**src/rtl/fxp_sqrt_pkg.sv**
```systemverilog
// Shared types and default widths for the fixed-point square-root arbiter.
package fxp_sqrt_pkg;

  localparam int DEF_INTEGER_WIDTH  = 16;
  localparam int DEF_FRACTION_WIDTH = 16;

  typedef enum logic [1:0] {
    ST_IDLE,
    ST_ISSUE,
    ST_WAIT,
    ST_RESP
  } fsm_state_e;

endpackage

```
**src/rtl/fxp_rr_picker.sv**
```systemverilog
// Round-robin picker: finds the first valid requester after last_grant_i,
// wrapping around, and reports it as one-hot, as an index and as any_valid.
module fxp_rr_picker #(
  parameter int NUM_REQ = 4,
  parameter int IDW     = $clog2(NUM_REQ)
) (
  input  logic [NUM_REQ-1:0] valid_i,
  input  logic [IDW-1:0]     last_grant_i,
  output logic [NUM_REQ-1:0] grant_o,
  output logic [IDW-1:0]     grant_idx_o,
  output logic               any_valid_o
);

  logic [IDW-1:0] idx;
  logic           found;

  // The requester just served is visited last, so it has the lowest priority.
  always_comb begin
    grant_o     = '0;
    grant_idx_o = '0;
    found       = 1'b0;
    idx         = '0;
    for (int k = 1; k <= NUM_REQ; k++) begin
      idx = IDW'((int'(last_grant_i) + k) % NUM_REQ);
      if (!found && valid_i[idx]) begin
        found        = 1'b1;
        grant_o[idx] = 1'b1;
        grant_idx_o  = idx;
      end
    end
    any_valid_o = found;
  end

endmodule

```
**src/rtl/fxp_sqrt_arbiter.sv**
```systemverilog
// Shares one fixed-point sqrt engine among NUM_REQ requesters, one request in flight.
// Optional engine watchdog enabled by defining FXP_SQRT_TIMEOUT_EN.
module fxp_sqrt_arbiter
  import fxp_sqrt_pkg::*;
#(
  parameter int INTEGER_WIDTH  = DEF_INTEGER_WIDTH,
  parameter int FRACTION_WIDTH = DEF_FRACTION_WIDTH,
  parameter int NUM_REQ        = 4,
  parameter int TIMEOUT_CYCLES = 64
) (
  input  logic                                               clk,
  input  logic                                               rst_n,
  input  logic [NUM_REQ-1:0]                                 req_valid,
  input  logic [NUM_REQ*(INTEGER_WIDTH+FRACTION_WIDTH)-1:0]  req_num,
  output logic [NUM_REQ-1:0]                                 req_ready,
  output logic                                               eng_start,
  output logic [INTEGER_WIDTH+FRACTION_WIDTH-1:0]            eng_num,
  input  logic                                               eng_done,
  input  logic [INTEGER_WIDTH+FRACTION_WIDTH-1:0]            eng_root,
  output logic                                               rsp_valid,
  input  logic                                               rsp_ready,
  output logic [$clog2(NUM_REQ)-1:0]                         rsp_id,
  output logic [INTEGER_WIDTH+FRACTION_WIDTH-1:0]            rsp_root,
  output logic                                               rsp_err
);

  localparam int W   = INTEGER_WIDTH + FRACTION_WIDTH;
  localparam int IDW = $clog2(NUM_REQ);

  if (NUM_REQ < 2 || NUM_REQ > 8 || TIMEOUT_CYCLES < 1) begin : g_bad_params
    $error("fxp_sqrt_arbiter: NUM_REQ must be 2..8 and TIMEOUT_CYCLES >= 1");
  end

  fsm_state_e state_q, state_d;

  logic [IDW-1:0]     lastGrant_q;
  logic [IDW-1:0]     rspId_q;
  logic [W-1:0]       opNum_q;
  logic [W-1:0]       rspRoot_q;
  logic [W-1:0]       reqOperand [NUM_REQ];
  logic [NUM_REQ-1:0] pickGrant;
  logic [IDW-1:0]     pickIdx;
  logic               anyValid;
  logic               accept;

  always_comb begin
    for (int i = 0; i < NUM_REQ; i++) begin
      reqOperand[i] = req_num[i*W +: W];
    end
  end

  fxp_rr_picker #(
    .NUM_REQ (NUM_REQ),
    .IDW     (IDW)
  ) u_picker (
    .valid_i      (req_valid),
    .last_grant_i (lastGrant_q),
    .grant_o      (pickGrant),
    .grant_idx_o  (pickIdx),
    .any_valid_o  (anyValid)
  );

  assign accept = (state_q == ST_IDLE) && anyValid;

`ifdef FXP_SQRT_TIMEOUT_EN
  localparam int TW = $clog2(TIMEOUT_CYCLES + 1);
  localparam logic [TW-1:0] TMO_LAST = TW'(TIMEOUT_CYCLES - 1);

  logic [TW-1:0] timeoutCnt_q;
  logic          rspErr_q;
  logic          timeoutHit;

  assign timeoutHit = (timeoutCnt_q == TMO_LAST);

  // Counter restarts from zero each time WAIT is entered; rsp_root stays at the
  // zero written on acceptance when the watchdog fires.
  always_ff @(posedge clk) begin
    if (!rst_n) begin
      timeoutCnt_q <= '0;
      rspErr_q     <= 1'b0;
    end else begin
      if (state_q == ST_ISSUE) begin
        timeoutCnt_q <= '0;
      end else if (state_q == ST_WAIT && !eng_done && !timeoutHit) begin
        timeoutCnt_q <= timeoutCnt_q + 1'b1;
      end
      if (accept) begin
        rspErr_q <= 1'b0;
      end else if (state_q == ST_WAIT && !eng_done && timeoutHit) begin
        rspErr_q <= 1'b1;
      end
    end
  end

  assign rsp_err = rspErr_q;
`else
  assign rsp_err = 1'b0;
`endif

  always_ff @(posedge clk) begin
    if (!rst_n) begin
      state_q <= ST_IDLE;
    end else begin
      state_q <= state_d;
    end
  end

  always_comb begin
    state_d = state_q;
    case (state_q)
      ST_IDLE: begin
        if (anyValid) begin
          state_d = (reqOperand[pickIdx] == '0) ? ST_RESP : ST_ISSUE;
        end
      end
      ST_ISSUE: state_d = ST_WAIT;
      ST_WAIT: begin
        if (eng_done) begin
          state_d = ST_RESP;
`ifdef FXP_SQRT_TIMEOUT_EN
        end else if (timeoutHit) begin
          state_d = ST_RESP;
`endif
        end
      end
      ST_RESP: begin
        if (rsp_ready) begin
          state_d = ST_IDLE;
        end
      end
      default: state_d = ST_IDLE;
    endcase
  end

  // req_ready is also masked by rst_n so nothing looks granted while reset is held.
  always_comb begin
    req_ready = '0;
    eng_start = 1'b0;
    eng_num   = '0;
    rsp_valid = 1'b0;
    case (state_q)
      ST_IDLE:  req_ready = rst_n ? pickGrant : '0;
      ST_ISSUE: begin
        eng_start = 1'b1;
        eng_num   = opNum_q;
      end
      ST_WAIT:  eng_num = opNum_q;
      ST_RESP:  rsp_valid = 1'b1;
      default:  ;
    endcase
  end

  always_ff @(posedge clk) begin
    if (!rst_n) begin
      lastGrant_q <= IDW'(NUM_REQ - 1);
      rspId_q     <= '0;
      opNum_q     <= '0;
      rspRoot_q   <= '0;
    end else begin
      if (accept) begin
        opNum_q     <= reqOperand[pickIdx];
        rspId_q     <= pickIdx;
        lastGrant_q <= pickIdx;
        rspRoot_q   <= '0;
      end else if (state_q == ST_WAIT && eng_done) begin
        rspRoot_q <= eng_root;
      end
    end
  end

  assign rsp_id   = rspId_q;
  assign rsp_root = rspRoot_q;

endmodule

```
**config.mk**
```make
export PLATFORM = sky130hd
export DESIGN_NAME = fxp_sqrt_arbiter
export DESIGN_NICKNAME = d
export VERILOG_FILES = /design/src/rtl/fxp_sqrt_pkg.sv /design/src/rtl/fxp_rr_picker.sv /design/src/rtl/fxp_sqrt_arbiter.sv
export SDC_FILE = /design/constraint.sdc
export NUM_CORES = 1
export LEC_CHECK = 0
export BUFFER_PORTS_ARGS = -buffer_cell sky130_fd_sc_hd__buf_2
export CORE_MARGIN = 5
export CORE_UTILIZATION = 40
export DETAILED_ROUTE_END_ITERATION = 10
export GPL_TIMING_DRIVEN = 0
export PLACE_DENSITY = 0.81
export SLEW_MARGIN = 10
export SYNTH_ARGS = -nofsm -noshare
export SYNTH_HDL_FRONTEND = slang
export SYNTH_HIERARCHICAL = 1
export SYNTH_SLANG_ARGS = --single-unit
export TNS_END_PERCENT = 1
```
**constraint.sdc**
```tcl
create_clock -name clk -period 10.2 [get_ports clk]
set_input_delay 1.53 -clock clk [delete_from_list [all_inputs] [get_ports clk]]
set_output_delay 1.53 -clock clk [all_outputs]
set_load 0.01 [all_outputs]
```
==> flow_summary.ini <==
[run_status]
outcome = finished clean

[yosys]
avgSynthCellArea_um2 = 9.58
ys_ff_latch = 70
synth_fp_nets = 611
synth_cell_types = 44
syn_inst = 430
async_flop_share = 0
synth-main-ff-cell = dfxtp_1
yosysWarnings = 6
synth_seq_area_share = 0.340
syn_area_mm2 = 0.00412
synth_edf_count = 0

[worst_setup_path]
arrival_ns = 3.51
crit_cells = 11
path_delay_family = buffers and inverters
crit_path_top_delay_cell = dfxtp_1
required_ns = 8.67
r2r.worst_path.cells = 14
cp_cell_sequence = buf_6 > buf_2 > inv_1 > ha_1 > clkbuf_1 > inv_1 > a31oi_1 > o31ai_1 > or3_1 > and3_1 > buf_2
cp-end-kind = primary output
critPathKind = reg -> out
cp_slowest_stage_delay_ns = 0.50
cp_max_fo = 10
cp_num_buf_inv = 6
critPathLaunchType = flip-flop

[finish]
final_layout_size_suffix_gt1_frac = 0.439
syn2layout_area_growth_pct = 38.3
final_cells = 819
num_antenna_cells = 0
layout_commonest_cell = buf_2
num-nets-final = 859
final_cell_mix = buf_2 (241), nand2_1 (78), dfxtp_1 (70), a21oi_1 (36)

[power]
vdd_drop_max_mv = 0.129
p_per_area_mw_per_mm2 = 195
leakage_nw = 2.66

[hold_path]
whs_path_depth = 2
hp-class = reg -> reg

[global_route]
grt_first_pass_wirelength_um = 23200
antenna_found_initial = 0
grt_pass1_vias = 4533
grt_max_degree = 14
globalRouteOverflowTotal = 0
grt_usage = 0.227

[sta]
max_freq_mhz = 198
report.final.slew_viol_count = 0
finalCritPeriodShare = 0.494
setup_viol = 0
final.min_clock_period_ns = 5.04
rsz0062_at_grt = no
max-slew-margin-rel = 0.526
fin_setup_tns_ns = 0
finClkSkew_ns = 0.0128
worst_pin_slew_ns = 0.711
hold_viol_final = 0

[cts]
clk_pin_slew_ns = 0.08
cts_buffer_depth = 2
cts_made_buffers = 9
cts_tree = done
cts_resized = 0
clock-sinks = 70
htree_levels = 3
root_buffer = clkbuf_8
cts_setup_buffers = 0
clk_latency_ns = 0.34
hold_buffers = 0

[detailed_routing]
drt_iter0_markers = 373
routed_wl_um = 14500
wl_met2_um = 7360
vias_per_cell = 5.42
wire_per_inst_um = 17.7
drc = 0
dr.pass1.iters = 5
ant_nets = 0
wl_met1_um = 5820
wl_met3_um = 1040
dr.max_layer_used = met4
vias = 4442

[floorplanning]
fp.dieH_um = 111
io_pins = 241
die_x_um = 111
num_rows = 37
dieArea_mm2 = 0.0124
start_util = 0.405
core_mm2 = 0.0102

[placement]
dp_cells = 803
place_congestion = 0.900
port_buffers = 237
hpwl_um = 11800

[flow_run]
cap_violations = 0
-- cell usage after synthesis (5+ instances only) --
master	n	area [um2]
nand3_1	6	30.0
mux4_2	34	766
nand2_1	78	293
a22o_1	34	298
a31oi_1	5	31.3
ha_1	13	163
and3_1	5	31.3
and2_1	34	213
buf_1	5	18.8
nand4_1	6	37.5
nor2_1	7	26.3
nor4_1	8	50.1
a21oi_1	36	180
clkbuf_1	24	90.1
inv_1	11	41.3
dfxtp_1	70	1400
-- through the flow --
stage               worst slack (ns)  hold WS, ns  power [W]   util  instance area (um2)
floorplan                       5.63        0.441   0.000703      -                 4120
global placement                5.40        0.439   0.000849  0.538                 5480
detailed placement              5.39        0.445   0.000858  0.538                 5480
CTS                             5.23        0.456    0.00111  0.559                 5700
global route                    4.90        0.474    0.00117  0.559                 5700
finish                          5.16        0.453    0.00111  0.559                 5700
-- tightest hold or removal path: cells and delay by family, from the launching register on --
| kind | cells | cell delay [ns] |
|---|---|---|
| AND/OR/NAND/NOR | 1 | 0.05 |
| flip-flops | 1 | 0.31 |
| AO/OA/AOI/OAI | 1 | 0.05 |
-- worst paths after layout --
kind,from,end,slack (ns)
worst max register to register,lastGrant_q[0],state_q[1],5.70
worst max-delay path,lastGrant_q[0],req_ready[2],5.16
worst min register to register,rsp_root[4],rsp_root[4],0.45
worst min-delay path,rsp_root[4],rsp_root[4],0.45
-- report_power, final --
part	switching [W]	total, W	leakage, nW	internal (W)
sequential	0.0000272	0.000344	0.572	0.000317
combinational	0.000267	0.000514	1.98	0.000247
clock	0.000113	0.000252	0.106	0.000139
total	0.000407	0.00111	2.66	0.000702
-- routing by layer --
| layer | vias to the layer above | track usage |
|---|---|---|
| met2 | 197 | 0.389 |
| met5 | - | 0 |
| met1 | 2147 | 0.279 |
| li1 | 2074 | - |
| met4 | 0 | 0.0641 |
| met3 | 24 | 0.0620 |
-- cell type report --
class	count	area, um2
fill	925	4490
multi-input combinational	310	2480
sequential	70	1400
timing repair buffer	237	1190
buffer	39	201
tap	136	170
clock buffer	9	124
clock inverter	7	97.6
inverter	11	41.3
-- logic make-up (layout without fill, tap and decap cells) --
family,Yosys count,after routing,synth area share
fa+ha+maj,13,13,0.0395
other cells,1,1,0.000910
compound gates,98,98,0.173
mux,38,38,0.196
simple gates,160,160,0.192
flops,70,70,0.340
buf+inv,50,303,0.0589
-- flip-flops by register name, summed over array words and instances, names as in the netlist --
name,count
lastGrant_q,2
opNum_q,32
rsp_id,2
rsp_root,32
state_q,2
Note: power is estimated with default switching activity, not from simulation.
